$ cat src/rtl/reservoir_pkg.sv
// Shared definitions for the reservoir capture back end: FSM encoding,
// default frame header and a constant-width helper.
package reservoir_pkg;

   typedef enum logic [1:0] {
      ST_IDLE    = 2'd0,
      ST_CAPTURE = 2'd1,
      ST_DRAIN   = 2'd2
   } state_t;

   localparam logic [7:0] DEFAULT_HEADER = 8'hA5;

   function automatic int clog2(input int value);
      int r;
      int v;
      r = 0;
      v = value - 1;
      while (v > 0) begin
         r++;
         v = v >> 1;
      end
      return r;
   endfunction

endpackage

$ cat src/rtl/sample_fifo.sv
// First-word fall-through byte FIFO; a push into a full FIFO succeeds only
// when a pop frees the head slot in the same cycle.
module sample_fifo
   import reservoir_pkg::*;
#(
   parameter int DEPTH = 16,
   parameter int WIDTH = 8
) (
   input  logic             fast_clk,
   input  logic             reset,
   input  logic             push,
   input  logic [WIDTH-1:0] push_data,
   input  logic             pop,
   output logic [WIDTH-1:0] head,
   output logic             full,
   output logic             empty,
   output logic             dropped
);

   localparam int AW = clog2(DEPTH);

   logic [AW:0]      wr_ptr;
   logic [AW:0]      rd_ptr;
   logic [WIDTH-1:0] mem [DEPTH];
   logic             do_push;
   logic             do_pop;

   assign empty   = (wr_ptr == rd_ptr);
   assign full    = (wr_ptr[AW] != rd_ptr[AW]) && (wr_ptr[AW-1:0] == rd_ptr[AW-1:0]);
   assign do_pop  = pop & ~empty;
   assign do_push = push & (~full | do_pop);
   assign dropped = push & full & ~do_pop;

   always_ff @(posedge fast_clk or posedge reset) begin
      if (reset) begin
         wr_ptr <= '0;
         rd_ptr <= '0;
      end else begin
         if (do_push) wr_ptr <= wr_ptr + (AW+1)'(1);
         if (do_pop)  rd_ptr <= rd_ptr + (AW+1)'(1);
      end
   end

   always_ff @(posedge fast_clk) begin
      if (do_push) mem[wr_ptr[AW-1:0]] <= push_data;
   end

   // Gate the head so an empty (or freshly reset) FIFO presents zero.
   assign head = empty ? '0 : mem[rd_ptr[AW-1:0]];

endmodule

$ cat src/rtl/reservoir_sampler.sv
// Captures the reservoir dynamics bit during a run, packs it LSB-first into
// bytes behind a header byte, and streams the bytes out over valid/ready.
//
// state   | meaning
// IDLE    | waiting for a rising edge of collect_dynamics
// CAPTURE | sampling dynamics every SAMPLE_DIV cycles, pushing full bytes
// DRAIN   | all samples taken, waiting for the FIFO to empty
module reservoir_sampler
   import reservoir_pkg::*;
#(
   parameter int          NUM_SAMPLES = 2048,
   parameter int          SAMPLE_DIV  = 1,
   parameter int          FIFO_DEPTH  = 16,
   parameter logic [7:0]  HEADER      = DEFAULT_HEADER
) (
   input  logic       fast_clk,
   input  logic       reset,
   input  logic       collect_dynamics,
   input  logic       dynamics,
   input  logic       tx_ready,
   output logic [7:0] tx_byte,
   output logic       tx_valid,
   output logic       busy,
   output logic       overflow
);

   localparam int CW = clog2(NUM_SAMPLES + 1);
   localparam int DW = clog2(SAMPLE_DIV + 1);
   localparam logic [CW-1:0] ALL_SAMPLES = CW'(NUM_SAMPLES);
   localparam logic [CW-1:0] LAST_SAMPLE = CW'(NUM_SAMPLES - 1);
   localparam logic [DW-1:0] DIV_LAST    = DW'(SAMPLE_DIV - 1);

   state_t          state;
   state_t          state_nxt;
   logic            dyn_meta;
   logic            dyn_sync;
   logic            collect_q;
   logic            rise;
   logic [DW-1:0]   div_cnt;
   logic [CW-1:0]   bit_cnt;
   logic [6:0]      shift_reg;
   logic [7:0]      sample_byte;
   logic            sample_now;
   logic            byte_done;
   logic            last_taken;
   logic            start;
   logic            push;
   logic [7:0]      push_data;
   logic            pop;
   logic            fifo_empty;
   logic            fifo_full;
   logic            fifo_dropped;

   assign rise        = collect_dynamics & ~collect_q;
   assign start       = (state == ST_IDLE) && rise;
   assign sample_now  = (state == ST_CAPTURE) && (div_cnt == '0) && (bit_cnt != ALL_SAMPLES);
   assign sample_byte = {dyn_sync, shift_reg};
   assign byte_done   = sample_now && (bit_cnt[2:0] == 3'd7);
   assign last_taken  = (bit_cnt == ALL_SAMPLES) || (sample_now && (bit_cnt == LAST_SAMPLE));
   assign push        = start | byte_done;
   assign push_data   = start ? HEADER : sample_byte;
   assign pop         = tx_valid & tx_ready;
   assign tx_valid    = ~fifo_empty;
   assign busy        = (state != ST_IDLE);

   always_ff @(posedge fast_clk or posedge reset) begin
      if (reset) state <= ST_IDLE;
      else       state <= state_nxt;
   end

   // Capture ends once the last sample's divider period has fully elapsed.
   always_comb begin
      state_nxt = state;
      case (state)
         ST_IDLE:    if (rise) state_nxt = ST_CAPTURE;
         ST_CAPTURE: if (last_taken && (div_cnt == DIV_LAST)) state_nxt = ST_DRAIN;
         ST_DRAIN:   if (fifo_empty) state_nxt = ST_IDLE;
         default:    state_nxt = ST_IDLE;
      endcase
   end

   always_ff @(posedge fast_clk or posedge reset) begin
      if (reset) begin
         dyn_meta  <= 1'b0;
         dyn_sync  <= 1'b0;
         collect_q <= 1'b0;
         div_cnt   <= '0;
         bit_cnt   <= '0;
         shift_reg <= '0;
         overflow  <= 1'b0;
      end else begin
         dyn_meta  <= dynamics;
         dyn_sync  <= dyn_meta;
         collect_q <= collect_dynamics;

         if (start) begin
            div_cnt   <= '0;
            bit_cnt   <= '0;
            shift_reg <= '0;
         end else if (state == ST_CAPTURE) begin
            div_cnt <= (div_cnt == DIV_LAST) ? '0 : div_cnt + DW'(1);
            if (sample_now) begin
               shift_reg <= sample_byte[7:1];
               bit_cnt   <= bit_cnt + CW'(1);
            end
         end

         // A dropped header still flags the new run.
         if (start)             overflow <= fifo_dropped;
         else if (fifo_dropped) overflow <= 1'b1;
      end
   end

   sample_fifo #(
      .DEPTH (FIFO_DEPTH),
      .WIDTH (8)
   ) u_fifo (
      .fast_clk  (fast_clk),
      .reset     (reset),
      .push      (push),
      .push_data (push_data),
      .pop       (pop),
      .head      (tx_byte),
      .full      (fifo_full),
      .empty     (fifo_empty),
      .dropped   (fifo_dropped)
   );

   logic unused_full;
   assign unused_full = fifo_full;

endmodule

$ cat config.mk
export PLATFORM = sky130hd
export DESIGN_NAME = reservoir_sampler
export DESIGN_NICKNAME = d
export VERILOG_FILES = /design/src/rtl/reservoir_pkg.sv /design/src/rtl/sample_fifo.sv /design/src/rtl/reservoir_sampler.sv
export SDC_FILE = /design/constraint.sdc
export NUM_CORES = 1
export LEC_CHECK = 0
export ABC_AREA = 1
export ABC_CLOCK_PERIOD_IN_PS = 3100
export CORE_UTILIZATION = 32
export CTS_CLUSTER_DIAMETER = 100
export DETAILED_ROUTE_END_ITERATION = 8
export DONT_BUFFER_PORTS = 1
export PLACE_DENSITY = 0.48
export SLEW_MARGIN = 10
export SYNTH_ARGS = -nofsm -noshare
export SYNTH_HDL_FRONTEND = slang
export SYNTH_HIERARCHICAL = 1
export SYNTH_SLANG_ARGS = --single-unit
$ cat constraint.sdc
create_clock -name fast_clk -period 3.1 [get_ports fast_clk]
set_input_delay 0.155 -clock fast_clk [delete_from_list [all_inputs] [get_ports fast_clk]]
set_output_delay 0.155 -clock fast_clk [all_outputs]
set_load 0.01 [all_outputs]
==> results <==
- The overall die area is 0.02481 mm².
- The worst setup path is of the flip-flop to flip-flop kind.
- Counting I/O delays and the setup requirement, the final critical path takes 2720 ps.
- The ratio of routed vias to standard cells is 4.420.
- Headroom to the max-slew limit came out at 0.3737.
- VDD sags by at most 0.4225 mV.
- Of the total power, the clock network draws 0.334.
- The via count of the first global-routing pass is approximately 5100.
- The type of element launching the critical path is a flip-flop.
- The number of flip-flops in the largest register is approximately 130.
- The average instance in the mapped netlist occupies 9.235 µm².
- The data arrival time of the worst path is 2790 ps.
- The average wire per standard cell is approximately 16 µm.
- For this run, design rule violations remaining after detail routing come to 0.
- The placer congestion estimate is 0.8050.
- The number of failing hold endpoints at the final stage came to 0.
- Summed over all nets, the switching power comes to 2.320 mW.
- The initial DRC count is 453.
- Of the total power, registers draw 0.386.
- Among all stages on the critical path, the largest delay is contributed by sky130_fd_sc_hd__nor2_1.
- The clock arrives with 9.409 ps of skew.
- The flow ran to the end, and the final reports show no timing, DRC or antenna violations.
- The final setup violation count is 0.
- The source-to-sink clock delay at the later pin of the worst-skew pair is 430 ps.
- The timing-limited maximum frequency is approximately 370 MHz.
- After floorplanning, the core was sized to cover 0.02361 mm².
- Synthesis handed over a netlist of 838 instances.
- Relative to the synthesized area, the layout overhead comes to 13.69%.
- The initial utilization of the core area, before any placement, comes to 0.3277.
- CTS saw 163 sinks.
- The count of buffers added on input and output ports is 0.
- Measured along the x axis, the die boundary spans about 160 µm.
- The buffers plus inverters on the worst setup path is 3.
- In this run the core area contains 56 standard-cell rows.
- At the pin with the least slew margin, the transition time is 938.4 ps.
- The share of total power consumed by net switching is 0.3576.
- The repair_antennas step left the layout with diodes totalling 0.
- The first detailed-routing pass ran for 5 iterations.
- Clock-pin slew was measured on the worst setup and hold paths at 70 ps.
- The net count reported at finish is 870.
- In this design, the stage delay of the slowest critical-path cell is 650 ps.
- Max-cap violations in this run came to 0.
- The buffer depth of the longest clock path is 2.
- The required time of the critical path is 3170 ps.
- For this run, the number of Yosys warnings is 6.
- Internal power comes to 4.168 mW.
- The critical path goes through inv_1 -> nand2_1 -> nand2_1 -> nor2_4 -> nand3_1 -> clkinv_1 -> nor2_1 -> inv_1 -> nand4_4 -> nand2_2 -> nor2_1.
- The count of nets left with antenna violations after detail routing is 0.
- The ratio of total power to cell area is 737.4 mW/mm².
- In this run the static leakage power is 3.896 nW.
- STA classifies the critical path endpoint as a flip-flop.
- 16 I/O pins were placed.
- Measured along the y axis, the die boundary spans 157.5 µm.
- The tree is rooted in a sky130_fd_sc_hd__clkbuf_16.
- The number of antenna violations at the first check in global routing is 0.
- The TritonCTS clock tree is built.
- The wire length after detailed routing is 18930 µm.
- The cell area that synthesis handed to floorplanning was between 0.007 and 0.008 mm².
- For this run the aggregate overflow at the end of global routing stands at 0.
- The tightest min-delay check is of the input pin to flip-flop type.
- The estimated wirelength of the detail-placed design is 12430 µm.
- Entering global routing, the biggest net connects 66 pins.
- In the global route stage, overall resource usage came out at 0.1662.
- Setup repair after global routing left no endpoint under its margin.
- Across all hold checks on the routed design, the worst slack comes to roughly 130 ps.
- The number of max-slew violations in the final report came to 0.
- The share of the clock period used by the worst path after layout is 0.8773.
- The share of total power in combinational logic is 0.280.
- The number of nets in the synthesized netlist is 851.
- The H-tree depth reported by CTS is 4.
- Of all nets on the critical path, the largest fanout is 17.
- In this design, the largest share of critical-path delay is due to simple AND/OR/NAND/NOR gates.
- Of the cells placed in the final design, the portion with a size suffix greater than 1 is 0.1151.
- The first global-routing pass estimated 29810 µm of wire.
- The number of buffers created by CTS is 17.
- After filler insertion, the fill cell instance count of the layout stands at 2452.
- Across all layers, the routed design uses roughly 5300 vias.
- For the final routed database, the setup TNS stands at 0 ps.
layout by cell type, fill, tap and decap left out, types with 2 or more instances in the layout:
cell                              n
sky130_fd_sc_hd__a21oi_1          8
sky130_fd_sc_hd__buf_4           26
sky130_fd_sc_hd__bufinv_16        2
sky130_fd_sc_hd__clkbuf_16       17
sky130_fd_sc_hd__clkinv_1         2
sky130_fd_sc_hd__clkinvlp_4       2
sky130_fd_sc_hd__dfrtp_1         34
sky130_fd_sc_hd__dlygate4sd3_1    3
sky130_fd_sc_hd__edfxtp_1       128
sky130_fd_sc_hd__ha_1             8
sky130_fd_sc_hd__inv_1          122
sky130_fd_sc_hd__inv_2            7
sky130_fd_sc_hd__inv_6            5
sky130_fd_sc_hd__inv_8            4
sky130_fd_sc_hd__nand2_1        321
sky130_fd_sc_hd__nand2_2          9
sky130_fd_sc_hd__nand2_4          2
sky130_fd_sc_hd__nand3_1         81
sky130_fd_sc_hd__nand3_2          2
sky130_fd_sc_hd__nand4_1         11
sky130_fd_sc_hd__nor2_1          36
sky130_fd_sc_hd__nor2_2           5
sky130_fd_sc_hd__nor2_4           3
sky130_fd_sc_hd__o21ai_0          4
sky130_fd_sc_hd__o21ai_2          8
sky130_fd_sc_hd__or2_2            2
sky130_fd_sc_hd__xnor2_1          5
sky130_fd_sc_hd__xor2_1           4
cell type report:
type	count	area, µm²	area share
Clock buffer	17	425.4	0.04835
Timing Repair Buffer	29	225.2	0.02560
Clock inverter	14	168.9	0.01920
Inverter	132	498.0	0.05660
Tap cell	319	399.1	0.04536
Multi-Input combinational cell	514	2361	0.2683
Sequential cell	163	4721	0.5365
final timing paths:
path	startpoint	end	slack, ps	cells past startpoint
setup / recovery	u_fifo/wr_ptr[2]	u_fifo/mem[8][7]	380	11
hold / removal	tx_ready	u_fifo/rd_ptr[2]	130	4
setup reg to reg	u_fifo/wr_ptr[2]	u_fifo/mem[8][7]	380	11
hold reg to reg	dyn_meta	dyn_sync	350	0
max in group asynchronous	reset	bit_cnt[9]	2130	2
min in group asynchronous	reset	u_fifo/wr_ptr[1]	180	2
layer usage:
metal,global-route usage,routed length [µm],vias up
li1,-,-,2683
met1,0.2312,9100,2458
met2,0.2619,8952,87
met3,0.02974,611,23
met4,0.05224,262,0
met5,0,0,-
repair_timing:
action / CTS / global route
hold buffers: 3 / 0
resized for setup: 0 / 0
buffers inserted: 0 / 0
hold endpoints to repair: 37 / 0
tightest hold or removal path, delay by kind of cell:
family	cells	cell delay, ps
AOI/OAI and AO/OA	1	90
and+or+nand+nor	2	200
buffers and inverters	1	70
power groups by stage:
stage / sequential [mW] / combinational (mW) / clock [mW]
after floorplan: 2.52 / 1.34 / 0
after global placement: 2.55 / 1.87 / 0
after detailed placement: 2.55 / 1.85 / 0
after CTS: 2.50 / 1.86 / 2.21
after global routing: 2.51 / 2.04 / 2.30
final: 2.50 / 1.82 / 2.17
stage by stage:
stage	std cells	util	area, µm²	power (mW)	setup WS (ps)
after floorplan	838	-	7739	3.864	677.9
after global placement	1154	0.3462	8174	4.413	483.8
after detailed placement	1154	0.3462	8174	4.404	367.1
after CTS	1188	0.3726	8798	6.573	355.5
after global routing	1188	0.3726	8798	6.852	110.8
final	1188	0.3726	8798	6.488	380.3
Power figures use the tool's default switching activity.
